$ cat src/rtl/mem_sram_responder_pkg.sv
// Shared types and constants for the MEM-stage SRAM responder.
// The optional read buffer is enabled by defining MEM_RSP_READ_BUF_EN.
package mem_sram_responder_pkg;

    localparam int unsigned REGISTER_LEN  = 32;
    localparam int unsigned SRAM_DATA_LEN = 16;

    typedef enum logic [1:0] {
        StIdle = 2'd0,
        StLo   = 2'd1,
        StHi   = 2'd2,
        StDone = 2'd3
    } sram_state_e;

    // Pick the half-word of a register-width value that belongs to a phase.
    function automatic logic [SRAM_DATA_LEN-1:0] half_sel(
        input logic [REGISTER_LEN-1:0] word,
        input logic                    hi
    );
        return hi ? word[REGISTER_LEN-1:SRAM_DATA_LEN] : word[SRAM_DATA_LEN-1:0];
    endfunction

endpackage

$ cat src/rtl/sram_read_buffer.sv
// One-entry read buffer (valid, word tag, data) for the SRAM responder.
// Only compiled when MEM_RSP_READ_BUF_EN is defined.
`ifdef MEM_RSP_READ_BUF_EN
module sram_read_buffer
    import mem_sram_responder_pkg::*;
#(
    parameter int unsigned TAG_LEN = 17
) (
    input  logic                    clk,
    input  logic                    rst,
    input  logic                    lookup_en,
    input  logic                    inval_en,
    input  logic [TAG_LEN-1:0]      req_tag,
    input  logic                    fill_en,
    input  logic [TAG_LEN-1:0]      fill_tag,
    input  logic [REGISTER_LEN-1:0] fill_data,
    output logic                    hit,
    output logic [REGISTER_LEN-1:0] data
);

    logic                    valid_q;
    logic [TAG_LEN-1:0]      tag_q;
    logic [REGISTER_LEN-1:0] data_q;
    logic                    tag_match;

    assign tag_match = valid_q && (tag_q == req_tag);
    assign hit       = lookup_en && tag_match;
    assign data      = data_q;

    always_ff @(posedge clk or negedge rst) begin
        if (!rst) begin
            valid_q <= 1'b0;
            tag_q   <= '0;
            data_q  <= '0;
        end else if (inval_en && tag_match) begin
            valid_q <= 1'b0;
        end else if (fill_en) begin
            valid_q <= 1'b1;
            tag_q   <= fill_tag;
            data_q  <= fill_data;
        end
    end

endmodule
`endif

$ cat src/rtl/mem_sram_responder.sv
// MEM-stage responder serving 32-bit loads/stores from a 16-bit async SRAM in two
// half-word phases with wait states. Optional read buffer: MEM_RSP_READ_BUF_EN.
module mem_sram_responder
    import mem_sram_responder_pkg::*;
#(
    parameter int unsigned            WAIT_CYCLES   = 2,
    parameter int unsigned            SRAM_ADDR_LEN = 18,
    parameter logic [REGISTER_LEN-1:0] ADDR_BASE    = 32'd1024
) (
    input  logic                     clk,
    input  logic                     rst,
    input  logic                     rd_en,
    input  logic                     wr_en,
    input  logic [REGISTER_LEN-1:0]  address,
    input  logic [REGISTER_LEN-1:0]  write_data,
    output logic [REGISTER_LEN-1:0]  read_data,
    output logic                     ready,
    output logic [SRAM_ADDR_LEN-1:0] sram_addr,
    output logic [SRAM_DATA_LEN-1:0] sram_dq_out,
    input  logic [SRAM_DATA_LEN-1:0] sram_dq_in,
    output logic                     sram_dq_oe,
    output logic                     sram_we_n
);

    localparam int unsigned WORD_LEN = SRAM_ADDR_LEN - 1;
    localparam logic [3:0]  LAST_CNT = 4'(WAIT_CYCLES);
    localparam bit          NO_SETUP = (WAIT_CYCLES == 0);

    sram_state_e             state_q, state_d;
    logic [3:0]              cnt_q, cnt_d;
    logic                    is_write_q;
    logic [WORD_LEN-1:0]     word_q;
    logic [REGISTER_LEN-1:0] wdata_q;
    logic [REGISTER_LEN-1:0] read_data_q;

    logic                    req;
    logic                    start;
    logic                    phase_last;
    logic                    buf_hit;
    logic [REGISTER_LEN-1:0] byte_off;
    logic [WORD_LEN-1:0]     word_d;
    logic                    unused_off;

    assign req        = rd_en | wr_en;
    assign start      = (state_q == StIdle) && req;
    assign phase_last = (cnt_q == LAST_CNT);

    // SRAM word index; the half-word select bit comes from the phase.
    assign byte_off   = address - ADDR_BASE;
    assign word_d     = byte_off[SRAM_ADDR_LEN:2];
    assign unused_off = ^{byte_off[REGISTER_LEN-1:SRAM_ADDR_LEN+1], byte_off[1:0]};

`ifdef MEM_RSP_READ_BUF_EN
    logic [REGISTER_LEN-1:0] buf_data;

    sram_read_buffer #(
        .TAG_LEN (WORD_LEN)
    ) u_read_buffer (
        .clk       (clk),
        .rst       (rst),
        .lookup_en ((state_q == StIdle) && rd_en),
        .inval_en  ((state_q == StIdle) && wr_en),
        .req_tag   (word_d),
        .fill_en   ((state_q == StDone) && !is_write_q),
        .fill_tag  (word_q),
        .fill_data (read_data_q),
        .hit       (buf_hit),
        .data      (buf_data)
    );
`else
    assign buf_hit = 1'b0;
`endif

    // State register
    always_ff @(posedge clk or negedge rst) begin
        if (!rst) begin
            state_q <= StIdle;
            cnt_q   <= 4'd0;
        end else begin
            state_q <= state_d;
            cnt_q   <= cnt_d;
        end
    end

    // Next-state logic; a dropped request does not abort an access in flight.
    always_comb begin
        state_d = state_q;
        cnt_d   = cnt_q;
        unique case (state_q)
            StIdle: begin
                if (req) begin
                    cnt_d   = 4'd0;
                    state_d = buf_hit ? StDone : StLo;
                end
            end
            StLo: begin
                if (phase_last) begin
                    cnt_d   = 4'd0;
                    state_d = StHi;
                end else begin
                    cnt_d = cnt_q + 4'd1;
                end
            end
            StHi: begin
                if (phase_last) begin
                    cnt_d   = 4'd0;
                    state_d = StDone;
                end else begin
                    cnt_d = cnt_q + 4'd1;
                end
            end
            StDone:  state_d = StIdle;
            default: state_d = StIdle;
        endcase
    end

    // Request is latched at start so a flush cannot disturb the second phase.
    always_ff @(posedge clk or negedge rst) begin
        if (!rst) begin
            is_write_q  <= 1'b0;
            word_q      <= '0;
            wdata_q     <= '0;
            read_data_q <= '0;
        end else begin
            if (start) begin
                is_write_q <= wr_en;
                word_q     <= word_d;
                wdata_q    <= write_data;
            end
            if (!is_write_q && phase_last) begin
                if (state_q == StLo) begin
                    read_data_q[SRAM_DATA_LEN-1:0] <= sram_dq_in;
                end else if (state_q == StHi) begin
                    read_data_q[REGISTER_LEN-1:SRAM_DATA_LEN] <= sram_dq_in;
                end
            end
`ifdef MEM_RSP_READ_BUF_EN
            if (start && buf_hit) begin
                read_data_q <= buf_data;
            end
`endif
        end
    end

    // Output logic
    always_comb begin
        logic in_phase;
        in_phase    = (state_q == StLo) || (state_q == StHi);
        ready       = ~req | (state_q == StDone);
        read_data   = read_data_q;
        sram_addr   = {word_q, state_q == StHi};
        sram_dq_out = half_sel(wdata_q, state_q == StHi);
        sram_dq_oe  = in_phase && is_write_q;
        // First cycle of each write phase is address setup, unless there is only one.
        sram_we_n   = ~(sram_dq_oe && (NO_SETUP || (cnt_q != 4'd0)));
    end

endmodule
$ cat config.mk
export PLATFORM = sky130hd
export DESIGN_NAME = mem_sram_responder
export DESIGN_NICKNAME = d
export VERILOG_FILES = /design/src/rtl/mem_sram_responder_pkg.sv /design/src/rtl/sram_read_buffer.sv /design/src/rtl/mem_sram_responder.sv
export SDC_FILE = /design/constraint.sdc
export NUM_CORES = 1
export LEC_CHECK = 0
export CAP_MARGIN = 20
export CORE_MARGIN = 5
export CORE_UTILIZATION = 47
export CTS_CLUSTER_DIAMETER = 40
export DETAILED_ROUTE_END_ITERATION = 10
export GPL_ROUTABILITY_DRIVEN = 0
export GPL_TIMING_DRIVEN = 0
export PLACE_DENSITY = 0.92
export SYNTH_ARGS = -nofsm -noshare
export SYNTH_HDL_FRONTEND = slang
export SYNTH_HIERARCHICAL = 1
export SYNTH_SLANG_ARGS = --single-unit
$ cat constraint.sdc
create_clock -name clk -period 5.5 [get_ports clk]
set_input_delay 0.825 -clock clk [delete_from_list [all_inputs] [get_ports clk]]
set_output_delay 0.825 -clock clk [all_outputs]
set_load 0.05 [all_outputs]
==> out/results.tsv <==
metric	value	unit
cts_buffers	9	
synthArstFlopShare	100.0	%
ys_top_cells_by_area	dfrtp_1 57%, nand2_1 12%, mux2_2 12%	
rsz0062_at_grt	no	
cts_hold_repair.buffers	0	
placed_cell_area	5400	um^2
ios	153	
worstReg2RegEnd	state_q[1]	
hold_path.class	in -> async	
worst_ep_required_time	4680	ps
drc	0	
crit_end	sram_dq_out[14]	
num_vias	3032	
relSlewSlack	57.78	%
gr-total-overflow	0	
totalWireLength	9728	um
grt_max_degree	50	
dp_hpwl	7404	um
p_int	2.086	mW
antenna_found_initial	0	
core	8134	um^2
final_nets	590	
tightestPinTransition	633.4	ps
clk_latency	350	ps
grt_pass1_wl	16130	um
yosys.area.top_type_share	56.87	%
fin_util	68.71	%
period_minus_slack	3872	ps
synth_area	3872	um^2
antenna_cells	0	
synth_nets	441	
path_cells	inv_1 -> ha_1 -> buf_2 -> buf_1 -> mux2_2 -> clkdlybuf4s50_1	
cp_max_fo	10	
reg2reg_slack	3470	ps
switching_share	49.02	%
drv_slew	0	
worstPathArrival	3050	ps
ys_seq_elements	88	
first_pass_iters	4	
yosysTopAreaCell	dfrtp_1	
seq_area_frac_synth	56.87	%
startpoint_type	flop	
initial_core_util	47.61	%
leakage	2.583	nW
postSynthCellCount	351	
design.die.area	10150	um^2
finalPower	4.092	mW
post_synth.cell_area_avg	11.03	um^2
root_buffer	clkbuf_8	
cap_violations	0	
pwr-share-comb	61.1	%
vdd_drop_max	0.0005967	V
synth_cell_types	35	
multiInputGateArea	1578	um^2
p_sw	2.006	mW
end_kind	output port	
r2r-start	state_q[0]	
synth_edf_count	0	
die_y	100.8	um
cts_resized	0	
cts_tree	done	
clock_power_share	10.6	%
slowest_delay	710	ps
period_share	70.40	%
clock-sinks	88	
seqPwrFrac	28.3	%
die_w	100.8	um
path_clk_slew	80	ps
critPathSlowestCell	clkdlybuf4s50_1	
io_buffers	137	
seq_area	2202	um^2
fin_area	5589	um^2
crit_start	state_q[0]	
fillers	613	
ant_nets	0	
drt_iter0_drc	54	
tns	0	ps
cellPowerDensity	732.2	nW/um^2
grtUsageTotal	20.18	%
timing_worst_setup_path_type	reg -> out	
setup_viol	0	
drive_gt1_share	14.85	%
finalHoldViolations	0	
cts_htree_levels	3	
fin_skew	5.812	ps
fin_hold_ws	451.3	ps
via_per_inst	4.970	
synth_ff_type	dfrtp_1	
status	completed	
ys_warn_count	6	
grt_pass1_vias	3306	
layout-area-overhead-vs-synth	44.33	%
post-cts-setup-buffers	0	
wl_per_cell	15.95	um
num_rows	33	
cts.path.max_buffers	2	
max_freq	0.2583	GHz
worstRegToRegCells	6	
-- metrics by stage --
stage | setup WS [ps] | cells
after floorplan | 2515 | 351
after global placement | 526.1 | 593
after detailed placement | 1992 | 594
after CTS | 1576 | 610
after global routing | 1476 | 610
final | 1628 | 610
-- power by group through the flow --
stage | Combinational (mW) | Sequential, mW | Clock (mW)
2_1_floorplan | 1.06 | 1.77 | 0
3_3_place_gp | 2.46 | 1.15 | 0
3_5_place_dp | 2.52 | 1.17 | 0
4_1_cts | 2.53 | 1.16 | 0.447
5_1_grt | 2.65 | 1.20 | 0.471
6_report | 2.50 | 1.16 | 0.435
-- routing by layer --
| layer | track usage (%) | up-vias | routed length (um) |
|---|---|---|---|
| li1 | - | 1469 | - |
| met1 | 25.02 | 1445 | 4016 |
| met2 | 35.14 | 103 | 4988 |
| met3 | 4.221 | 15 | 564 |
| met4 | 6.425 | 0 | 158 |
| met5 | 0 | - | 0 |
-- worst min path at each step --
stage          depth (start not counted)            end        start  slack [ps]
3_3_place_gp                           2    wdata_q[18]  wdata_q[18]         450
4_1_cts                                1  read_data[28]          rst         460
5_1_grt                                1  read_data[27]          rst         490
2_1_floorplan                          2    wdata_q[16]  wdata_q[16]         440
3_5_place_dp                           2    wdata_q[26]  wdata_q[26]         460
6_report                               1  read_data[27]          rst         450
-- critical path, delay by kind of cell, from the launching register on --
kind,cells,cell delay (ps)
fa+ha+maj,1,200
mux,1,410
flops,1,410
buf+inv,4,1670
-- synth_stat cells, drive strengths merged (2+ instances only) --
| library cell | instances |
|---|---|
| or4 | 3 |
| buf | 5 |
| nand3b | 2 |
| dfrtp | 88 |
| o21ai | 12 |
| ha | 6 |
| mux2 | 50 |
| xnor2 | 2 |
| clkbuf | 11 |
| a31oi | 5 |
| or3 | 3 |
| or3b | 2 |
| o21bai | 2 |
| inv | 4 |
| nand2 | 128 |
| nor3b | 2 |
| o31ai | 4 |
| nor2 | 7 |
| a21oi | 3 |
-- kinds of logic after synthesis --
kind of cell / synth area share, %
AND/OR/NAND/NOR: 17.58
flip-flops: 56.87
multiplexers: 15.77
AO/OA/AOI/OAI: 5.008
buffers and inverters: 2.391
adder cells (fa/ha/maj): 1.939
XOR/XNOR: 0.4524
-- state kept, by name, summed over array words and instances (netlist names) --
register    cells
wdata_q        32
word_q         17
is_write_q      1
state_q         2
cnt_q           4
read_data      32
-- layout make-up --
| cell class | count | area share (%) |
|---|---|---|
| Tap cell | 105 | 2.351 |
| Inverter | 4 | 0.2686 |
| Buffer | 16 | 1.388 |
| Timing Repair Buffer | 138 | 24.98 |
| Multi-Input combinational cell | 243 | 28.23 |
| Sequential cell | 88 | 39.40 |
| Clock inverter | 5 | 1.030 |
| Clock buffer | 11 | 2.351 |
-- placed cells by master, fill, tap and decap left out, drive strengths merged --
cell type	netlist	layout
a2111oi	1	1
a211oi	1	1
a21oi	3	3
a31oi	5	5
and2	1	1
and2b	1	1
and3	1	1
buf	5	7
bufinv	0	1
clkbuf	11	22
clkdlybuf4s50	0	136
clkinv	0	1
clkinvlp	0	3
dfrtp	88	88
ha	6	6
inv	4	4
mux2	50	50
mux2i	1	1
nand2	128	128
nand3b	2	2
nor2	7	7
nor2b	1	1
nor3b	2	2
nor4b	1	1
o211a	1	1
o21a	1	1
o21ai	12	12
o21bai	2	2
o31ai	4	4
o41ai	1	1
or3	3	3
or3b	2	2
or4	3	3
or4b	1	1
xnor2	2	2
Power figures use the tool's default switching activity.
